### src/rtl/ps2_pkg.sv
// Shared constants, event record and FSM encoding for the PS/2 Set-2 scan-code decoder.
package ps2_pkg;

   localparam logic [7:0] SC_E0 = 8'hE0;
   localparam logic [7:0] SC_F0 = 8'hF0;
   localparam logic [7:0] SC_E1 = 8'hE1;

   localparam logic [7:0] CTL_BAT_OK = 8'hAA;
   localparam logic [7:0] CTL_ACK    = 8'hFA;
   localparam logic [7:0] CTL_RESEND = 8'hFE;
   localparam logic [7:0] CTL_ECHO   = 8'hEE;
   localparam logic [7:0] CTL_ERR0   = 8'h00;
   localparam logic [7:0] CTL_ERR1   = 8'hFF;

   localparam logic [7:0] MOD_LSHIFT = 8'h12;
   localparam logic [7:0] MOD_RSHIFT = 8'h59;
   localparam logic [7:0] MOD_CTRL   = 8'h14;
   localparam logic [7:0] MOD_ALT    = 8'h11;

   localparam logic [7:0] PAUSE_CODE = 8'h77;
   // Pause carries seven bytes after E1; the counter value seen on the last one.
   localparam logic [2:0] PAUSE_LAST = 3'd6;

   localparam int EVT_W = 10;

   typedef enum logic [2:0] {
      IDLE    = 3'd0,
      EXT     = 3'd1,
      BRK     = 3'd2,
      EXT_BRK = 3'd3,
      PAUSE   = 3'd4
   } state_t;

   typedef struct packed {
      logic       ext;
      logic       brk;
      logic [7:0] code;
   } evt_t;

   function automatic logic is_ctl_byte(input logic [7:0] b);
      logic hit;
      case (b)
         CTL_BAT_OK, CTL_ACK, CTL_RESEND,
         CTL_ECHO, CTL_ERR0, CTL_ERR1: hit = 1'b1;
         default:                      hit = 1'b0;
      endcase
      return hit;
   endfunction

   function automatic logic is_prefix(input logic [7:0] b);
      logic hit;
      case (b)
         SC_E0, SC_F0, SC_E1: hit = 1'b1;
         default:             hit = 1'b0;
      endcase
      return hit;
   endfunction

   function automatic evt_t make_evt(input logic ext, input logic brk, input logic [7:0] code);
      evt_t e;
      e.ext  = ext;
      e.brk  = brk;
      e.code = code;
      return e;
   endfunction

endpackage

### src/rtl/ps2_evt_fifo.sv
// Synchronous event FIFO with wrap-bit pointers; head data is read straight from storage.
module ps2_evt_fifo #(
   parameter int WIDTH = 10,
   parameter int DEPTH = 4
) (
   input  logic             clk,
   input  logic             rst,
   input  logic             push,
   input  logic [WIDTH-1:0] push_data,
   input  logic             pop,
   output logic [WIDTH-1:0] head_data,
   output logic             full,
   output logic             empty
);

   localparam int AW = $clog2(DEPTH);
   localparam logic [AW:0] PTR_ONE = {{AW{1'b0}}, 1'b1};

   logic [WIDTH-1:0] mem [DEPTH];
   logic [AW:0]      wr_ptr;
   logic [AW:0]      rd_ptr;
   logic             do_pop;

   assign empty     = (wr_ptr == rd_ptr);
   assign full      = (wr_ptr[AW] != rd_ptr[AW]) && (wr_ptr[AW-1:0] == rd_ptr[AW-1:0]);
   assign do_pop    = pop && !empty;
   assign head_data = mem[rd_ptr[AW-1:0]];

   // Storage write; cleared on reset so the stale head reads as zero afterwards.
   always_ff @(posedge clk or posedge rst) begin
      if (rst) begin
         for (int i = 0; i < DEPTH; i++) begin
            mem[i] <= {WIDTH{1'b0}};
         end
      end else if (push) begin
         mem[wr_ptr[AW-1:0]] <= push_data;
      end
   end

   // Pointer update; the caller only pushes when there is room this cycle.
   always_ff @(posedge clk or posedge rst) begin
      if (rst) begin
         wr_ptr <= {(AW+1){1'b0}};
         rd_ptr <= {(AW+1){1'b0}};
      end else begin
         if (push) begin
            wr_ptr <= wr_ptr + PTR_ONE;
         end
         if (do_pop) begin
            rd_ptr <= rd_ptr + PTR_ONE;
         end
      end
   end

endmodule

### src/rtl/ps2_scancode_dec.sv
// PS/2 Set-2 scan-code decoder: prefix FSM, event FIFO, control/error pulses.
// Define PS2_SCANCODE_MOD_TRACK_EN to build the modifier (shift/ctrl/alt) tracker.
module ps2_scancode_dec
   import ps2_pkg::*;
#(
   parameter int FIFO_DEPTH = 4
) (
   input  logic       clk,
   input  logic       rst,
   input  logic [7:0] rcv_data,
   input  logic       rcv_vld,
   input  logic       rcv_parity_err,
   output logic [7:0] key_code,
   output logic       key_ext,
   output logic       key_brk,
   output logic       key_vld,
   input  logic       key_rdy,
   output logic       key_ovf,
   output logic       ctl_vld,
   output logic [7:0] ctl_code,
   output logic       err_pulse,
   output logic [3:0] mods
);

   state_t     state;
   logic [2:0] pause_cnt;
   logic       evt_push;
   evt_t       evt_data;
   logic       ctl_hit;
   logic       fifo_full;
   logic       fifo_empty;
   logic       fifo_wr;
   logic       key_pop;
   evt_t       head;

   assign key_vld  = !fifo_empty;
   assign key_pop  = key_vld && key_rdy;
   // A full FIFO still accepts a push when the head leaves in the same cycle.
   assign fifo_wr  = evt_push && (!fifo_full || key_pop);
   assign key_ext  = head.ext;
   assign key_brk  = head.brk;
   assign key_code = head.code;

   // Classify the incoming byte: completed event, control byte, or prefix/absorbed.
   always_comb begin
      evt_push = 1'b0;
      evt_data = make_evt(1'b0, 1'b0, 8'h00);
      ctl_hit  = 1'b0;
      if (rcv_vld && !rcv_parity_err) begin
         case (state)
            IDLE: begin
               if (is_prefix(rcv_data)) begin
                  evt_push = 1'b0;
               end else if (is_ctl_byte(rcv_data)) begin
                  ctl_hit = 1'b1;
               end else begin
                  evt_push = 1'b1;
                  evt_data = make_evt(1'b0, 1'b0, rcv_data);
               end
            end
            EXT: begin
               if (rcv_data == SC_F0) begin
                  evt_push = 1'b0;
               end else begin
                  evt_push = 1'b1;
                  evt_data = make_evt(1'b1, 1'b0, rcv_data);
               end
            end
            BRK: begin
               evt_push = 1'b1;
               evt_data = make_evt(1'b0, 1'b1, rcv_data);
            end
            EXT_BRK: begin
               evt_push = 1'b1;
               evt_data = make_evt(1'b1, 1'b1, rcv_data);
            end
            PAUSE: begin
               if (pause_cnt == PAUSE_LAST) begin
                  evt_push = 1'b1;
                  evt_data = make_evt(1'b1, 1'b0, PAUSE_CODE);
               end else begin
                  evt_push = 1'b0;
               end
            end
            default: begin
               evt_push = 1'b0;
            end
         endcase
      end else begin
         evt_push = 1'b0;
      end
   end

   // Prefix FSM and pause byte counter; a parity error abandons any partial sequence.
   always_ff @(posedge clk or posedge rst) begin
      if (rst) begin
         state     <= IDLE;
         pause_cnt <= 3'd0;
      end else if (rcv_vld) begin
         if (rcv_parity_err) begin
            state     <= IDLE;
            pause_cnt <= 3'd0;
         end else begin
            case (state)
               IDLE: begin
                  if (rcv_data == SC_E0) begin
                     state <= EXT;
                  end else if (rcv_data == SC_F0) begin
                     state <= BRK;
                  end else if (rcv_data == SC_E1) begin
                     state     <= PAUSE;
                     pause_cnt <= 3'd0;
                  end else begin
                     state <= IDLE;
                  end
               end
               EXT: begin
                  if (rcv_data == SC_F0) begin
                     state <= EXT_BRK;
                  end else begin
                     state <= IDLE;
                  end
               end
               BRK, EXT_BRK: begin
                  state <= IDLE;
               end
               PAUSE: begin
                  if (pause_cnt == PAUSE_LAST) begin
                     state     <= IDLE;
                     pause_cnt <= 3'd0;
                  end else begin
                     pause_cnt <= pause_cnt + 3'd1;
                  end
               end
               default: begin
                  state     <= IDLE;
                  pause_cnt <= 3'd0;
               end
            endcase
         end
      end
   end

   // Registered single-cycle status pulses and the held control code.
   always_ff @(posedge clk or posedge rst) begin
      if (rst) begin
         ctl_vld   <= 1'b0;
         ctl_code  <= 8'h00;
         err_pulse <= 1'b0;
         key_ovf   <= 1'b0;
      end else begin
         ctl_vld   <= ctl_hit;
         err_pulse <= rcv_vld && rcv_parity_err;
         key_ovf   <= evt_push && fifo_full && !key_pop;
         if (ctl_hit) begin
            ctl_code <= rcv_data;
         end
      end
   end

   ps2_evt_fifo #(
      .WIDTH (EVT_W),
      .DEPTH (FIFO_DEPTH)
   ) u_fifo (
      .clk       (clk),
      .rst       (rst),
      .push      (fifo_wr),
      .push_data (evt_data),
      .pop       (key_pop),
      .head_data (head),
      .full      (fifo_full),
      .empty     (fifo_empty)
   );

`ifdef PS2_SCANCODE_MOD_TRACK_EN
   logic [3:0] mod_state;

   // Modifier tracking follows decoded events, including ones dropped on overflow.
   always_ff @(posedge clk or posedge rst) begin
      if (rst) begin
         mod_state <= 4'b0000;
      end else if (evt_push) begin
         case (evt_data.code)
            MOD_LSHIFT: begin
               if (!evt_data.ext) begin
                  mod_state[0] <= !evt_data.brk;
               end
            end
            MOD_RSHIFT: begin
               if (!evt_data.ext) begin
                  mod_state[1] <= !evt_data.brk;
               end
            end
            MOD_CTRL: begin
               mod_state[2] <= !evt_data.brk;
            end
            MOD_ALT: begin
               mod_state[3] <= !evt_data.brk;
            end
            default: begin
               mod_state <= mod_state;
            end
         endcase
      end
   end

   assign mods = mod_state;
`else
   assign mods = 4'b0000;
`endif

endmodule
### config.mk
export PLATFORM = sky130hd
export DESIGN_NAME = ps2_scancode_dec
export DESIGN_NICKNAME = d
export VERILOG_FILES = /design/src/rtl/ps2_pkg.sv /design/src/rtl/ps2_evt_fifo.sv /design/src/rtl/ps2_scancode_dec.sv
export SDC_FILE = /design/constraint.sdc
export NUM_CORES = 1
export LEC_CHECK = 0
export BUFFER_PORTS_ARGS = -buffer_cell sky130_fd_sc_hd__buf_2
export CAP_MARGIN = 5
export CORE_UTILIZATION = 37
export CTS_BUF_LIST = sky130_fd_sc_hd__clkbuf_4
export DETAILED_ROUTE_END_ITERATION = 7
export GPL_ROUTABILITY_DRIVEN = 0
export SLEW_MARGIN = 25
export SYNTH_ARGS = -nofsm -noshare
export SYNTH_HDL_FRONTEND = slang
export SYNTH_SLANG_ARGS = --single-unit
### constraint.sdc
create_clock -name clk -period 5.9 [get_ports clk]
set_input_delay 0.59 -clock clk [delete_from_list [all_inputs] [get_ports clk]]
set_output_delay 0.59 -clock clk [all_outputs]
set_load 0.03 [all_outputs]
==> results.ini, run 1 <==
[setup_path]
worst_r2r_endpoint=u_fifo.mem[38]
critPathCapture=key_code[4]
end_kind=primary output
r2r_slack_ps=3470
cp-startpoint=u_fifo.rd_ptr[0]
max_stage_delay_ps=900
worstSetupStartpointType=flip-flop
reg2reg_depth=5
path_buf_inv=1
crit_family=flip-flops
cp_max_fo=13
r2r-start=state[2]
crit_chain=mux4_2 -> buf_2
crit_slowest_cell=dfrtp_1
critical_path_class=reg -> out
crit_required_ps=5310
arrival_ps=2130
crit_cells=2

[timing]
post-route-period-util_pct=46.2
tightest_slew_ps=823
hold_violations=0
fin_tns_setup_ps=0
rsz0062_at_grt=no
setup_viol=0
period_needed_ps=2720
max_freq_ghz=0.367
relSlewSlack_pct=45.1
final-max-slew-violation-count=0
finalClockSkew_ps=26.6

[clock_network]
cts_tree=built
clk_latency_ps=420
cts_hold_buf=0
cts_setup_buffers=0
clock-root-buffer=clkbuf_4
clk_pin_slew_ps=120
cts_max_path_buffers=2
post_cts_resized=0
cts_buffers=9
clock-sinks=63
htree_levels=3

[synthesis]
seq_area_frac_synth_pct=49.0
yosysWarnings=0
ys.flop_type=dfrtp_1
syn_area_um2=3220
avgSynthCellArea_um2=12.7
synth_edf_count=0
ys_seq_elements=63
async_reset_ff_share_pct=100
ys_types=50
synth_cells=254

[global_routing]
grt_max_degree=43
grt_util_met2_pct=23.8
antenna_found_initial=0
grt_pass1_wl_um=11000
grt_pass1_vias=2141
grt_util_met1_pct=23.4
grtUsageTotal_pct=16.3
use_met3_pct=4.63
busiest_layer=met2
grt_remaining_overflow=0

[layout]
multiInputGateArea_um2=1540
final_util_pct=43.3
syn_to_final_growth_pct=11.7
antennaDiodeCount=0
final_area_um2=3600
nets=311
fill_cells=786
register_area_um2=1580
fin_cells=403
drive_gt1_share_pct=38.3

[floorplanning]
dieArea_um2=9070
core_area_um2=8300
die_y_um=95.3
start_util_pct=38.8
num_io_pins=39
die_x_um=95.3
rows=33

[route]
vias=2114
drtIter0Drc=135
first_pass_iters=4
drc=0
drtAntennaViolNets=0
vias_per_cell=5.25
post_drt_wl_per_cell_um=16.1
routed_wl_um=6500

[placement]
placed_cells=387
place_hpwl_um=4620
port_buffers=34
placed_area_um2=3470

[job]
maxCapViolCount=0

[pwr]
p_per_area_nw_per_um2=431
vdd_drop_max_uv=281
p_leak_uw=0.00168

[hold_path]
hold_class=in -> async

[status]
status=completed

-- cell usage in the layout (no fill, tap or decap), drive strengths merged, types with 2 or more instances in the layout --
master / Yosys / final
nand3: 8 / 8
nor2b: 3 / 3
nor4: 2 / 2
or2: 2 / 2
buf: 7 / 36
a21oi: 4 / 4
nand4: 2 / 2
dfrtp: 63 / 63
nand2: 22 / 22
o21ai: 12 / 12
nor2: 7 / 7
inv: 11 / 14
and4: 2 / 2
nand2b: 2 / 2
nor3: 4 / 4
and4b: 2 / 2
and2: 3 / 3
ha: 5 / 5
or3: 3 / 3
clkbuf: 4 / 9
mux2: 42 / 42
o211ai: 4 / 4
clkinv: 0 / 2
and3: 2 / 2
xor2: 2 / 2
clkinvlp: 0 / 2
mux4: 10 / 10
conb: 1 / 4
nand3b: 3 / 3
xnor2: 7 / 7
-- how the worst min path moves through the flow --
| stage | slack [ps] | endpoint | startpoint | depth (start not counted) |
|---|---|---|---|---|
| floorplan | 460 | u_fifo.mem[18] | u_fifo.mem[18] | 1 |
| global placement | 450 | ctl_code[6] | ctl_code[6] | 2 |
| detailed placement | 460 | ctl_code[6] | ctl_code[6] | 2 |
| CTS | 180 | ctl_code[5] | rst | 2 |
| global route | 190 | ctl_code[5] | rst | 2 |
| finish | 170 | ctl_code[5] | rst | 2 |
-- worst reg2reg max path, cell delays in order, from the launching register on --
cell,delay [ps]
dfrtp_1,520
or3_1,380
a31oi_2,230
and4_1,560
o211ai_4,260
mux2_1,370
-- final cells by class --
type	instances	area share (%)
clock buffer	9	1.88
clock inverter	7	1.53
inverter	11	1.15
multi-input combinational	172	42.8
sequential	63	43.8
tap	105	3.65
timing repair buffer	36	5.15
-- state kept, by name (all words and copies together), names as in the netlist --
register       count
state              3
u_fifo.mem        40
err_pulse          1
u_fifo.rd_ptr      3
pause_cnt          3
u_fifo.wr_ptr      3
key_ovf            1
ctl_code           8
ctl_vld            1
-- logic make-up (layout without fill, tap and decap cells) --
group | Yosys count | count (layout) | share of synthesized area, %
adders and majority gates | 5 | 5 | 1.94
xor gates and xnor gates | 9 | 9 | 2.45
buffers and inverters | 22 | 63 | 3.54
AOI/OAI and AO/OA | 32 | 32 | 8.71
other | 1 | 4 | 0.117
DFF | 63 | 63 | 49.0
muxes | 52 | 52 | 21.7
and+or+nand+nor | 70 | 70 | 12.6
-- synthesized netlist by cell type (all sizes together) (3+ instances only) --
master | number | area (um^2)
nor3 | 4 | 20.0
mux2 | 42 | 473
mux4 | 10 | 225
o21ai | 12 | 60.1
nand2 | 22 | 82.6
nand3 | 8 | 45.0
xnor2 | 7 | 61.3
clkbuf | 4 | 16.3
o211ai | 4 | 85.1
nand3b | 3 | 22.5
nor2 | 7 | 33.8
buf | 7 | 56.3
a21oi | 4 | 20.0
ha | 5 | 62.6
or3 | 3 | 18.8
nor2b | 3 | 18.8
and2 | 3 | 18.8
inv | 11 | 41.3
dfrtp | 63 | 1580
-- power breakdown --
| group | total (uW) | switching, uW | internal (uW) |
|---|---|---|---|
| Combinational | 590 | 298 | 292 |
| Sequential | 690 | 120 | 569 |
| Clock | 270 | 179 | 90.6 |
-- metrics by stage --
stage | power [uW] | setup WS, ps | hold WS [ps]
2_1_floorplan | 1150 | 3600 | 459
3_3_place_gp | 1280 | 3190 | 451
3_5_place_dp | 1300 | 3170 | 460
4_1_cts | 1570 | 3100 | 177
5_1_grt | 1650 | 3030 | 192
6_report | 1550 | 3180 | 174
-- per-layer routing --
metal / routed length, um / share of wire [%] / up-vias
met2: 2940 / 45 / 35
met5: 0 / 0 / -
met1: 3220 / 49 / 1067
met3: 257 / 4.0 / 8
met4: 87 / 1.3 / 0
li1: - / - / 1004
No activity file was read; power rests on OpenSTA's default activity.
==> inputs of run 2 (changes only) <==
==> constraint.sdc (replaced) <==
create_clock -name clk -period 2.49 [get_ports clk]
set_input_delay 0.249 -clock clk [delete_from_list [all_inputs] [get_ports clk]]
set_output_delay 0.249 -clock clk [all_outputs]
set_load 0.03 [all_outputs]
==> results.ini, run 2 (synthesis gave the netlist of run 1 again) <==
[status]
status=completed

[route]
drc=0
vias_per_cell=5.14
drtIter0Drc=132
first_pass_iters=4
post_drt_wl_per_cell_um=15.5
vias=2114
drtAntennaViolNets=0
routed_wl_um=6380

[global_routing]
antenna_found_initial=0
grtUsageTotal_pct=16.2
grt_pass1_vias=2110
grt_remaining_overflow=0
grt_max_degree=64
grt_pass1_wl_um=10900

[setup_path]
critical_path_class=reg -> reg
arrival_ps=2520
end_kind=flip-flop
worst_r2r_endpoint=u_fifo.mem[38]
crit_required_ps=2780
cp_max_fo=10
r2r-start=state[1]
worstSetupStartpointType=flip-flop
crit_chain=or3_1 -> a31oi_2 -> and4_2 -> o211ai_4 -> mux2_1
max_stage_delay_ps=460
path_buf_inv=0
crit_slowest_cell=dfrtp_1
crit_family=simple AND/OR/NAND/NOR gates
reg2reg_depth=5
r2r_slack_ps=250

[clock_network]
clock-root-buffer=clkbuf_4
cts_max_path_buffers=2
htree_levels=3
cts_buffers=9
clk_latency_ps=410
clk_pin_slew_ps=130
cts_hold_buf=0
clock-sinks=63
cts_tree=built

[floorplanning]
die_x_um=95.3
dieArea_um2=9070
die_y_um=95.3
core_area_um2=8300
rows=33
start_util_pct=38.8
num_io_pins=39

[timing]
fin_ws_ps=252
final-max-slew-violation-count=0
fin_tns_setup_ps=0
hold_violations=0
post-route-period-util_pct=89.9
max_freq_ghz=0.447
rsz0062_at_grt=no
tightest_slew_ps=804
relSlewSlack_pct=46.4
setup_viol=0
period_needed_ps=2240
finalClockSkew_ps=19.8

[hold_path]
hold_class=in -> async

[pwr]
vdd_drop_max_uv=785
p_leak_uw=0.00172
p_per_area_nw_per_um2=1010

[layout]
syn_to_final_growth_pct=13.6
nets=319
top_regs=u_fifo.mem (40), ctl_code (8)
largest_reg_flops=40
fill_cells=805
drive_gt1_share_pct=40.2
largest-register=u_fifo.mem
antennaDiodeCount=0
layout_common_cells=dfrtp_1, mux2_2, buf_2, nand2_1, o21ai_0
final_common_cell=dfrtp_1

[placement]
port_buffers=34
pre_cts_ws_ps=151
place_hpwl_um=4520

[job]
maxCapViolCount=0

-- run 2: cell types whose count changed in the layout (fill, tap and decap cells not counted) --
cell	previous run	this run
buf_4	2	10
and4_1	2	1
and4_2	0	1
-- run 2: worst register-to-register path: cells and delay by family (launching register included) --
family | cells | cell delay [ps]
multiplexers | 1 | 360
AO/OA/AOI/OAI | 2 | 450
flip-flops | 1 | 460
AND/OR/NAND/NOR | 2 | 840
-- run 2: worst max-delay path by stage --
stage / startpoint / end / depth (start not counted)
2_1_floorplan: state[1] / u_fifo.mem[0] / 7
3_3_place_gp: state[1] / u_fifo.mem[38] / 5
3_5_place_dp: state[1] / u_fifo.mem[38] / 5
4_1_cts: state[1] / u_fifo.mem[38] / 5
5_1_grt: state[1] / u_fifo.mem[38] / 5
6_report: state[1] / u_fifo.mem[38] / 5
-- run 2: report_power, final --
group          switching [uW]  internal, uW  total [uW]
sequential                182          1350        1530
clock                     418           215         633
combinational             810           714        1520
-- run 2: metal layers --
layer | vias to the layer above | GRT usage, % | share of wire (%)
li1 | 1015 | - | -
met1 | 1050 | 22.7 | 48
met2 | 43 | 24.5 | 46
met3 | 6 | 4.86 | 5.3
met4 | 0 | 4.29 | 1.1
met5 | - | 0 | 0
-- run 2: what timing repair did --
item | CTS | global route
endpoints found under the hold margin | 0 | 0
endpoints found under the setup margin | 0 | 3
gates resized for setup | 0 | 1
buffers inserted | 0 | 0
-- run 2: final cells by class --
class | instances | area, um^2 | share of cell area, %
timing repair buffer | 44 | 245 | 6.71
inverter | 11 | 41.3 | 1.13
sequential | 63 | 1580 | 43.1
multi-input combinational | 172 | 1540 | 42.1
clock inverter | 7 | 55.1 | 1.51
clock buffer | 9 | 67.6 | 1.85
tap | 105 | 131 | 3.59
-- run 2: metrics by stage --
step / area [um^2] / total power, uW / utilization (%) / hold WS (ps) / instances
2_1_floorplan: 3230 / 2730 / - / 348 / 257
3_3_place_gp: 3530 / 3070 / 42.6 / 448 / 395
3_5_place_dp: 3530 / 3100 / 42.6 / 454 / 395
4_1_cts: 3660 / 3750 / 44.1 / 75.5 / 411
5_1_grt: 3660 / 3950 / 44.1 / 89.4 / 411
6_report: 3660 / 3690 / 44.1 / 40.5 / 411
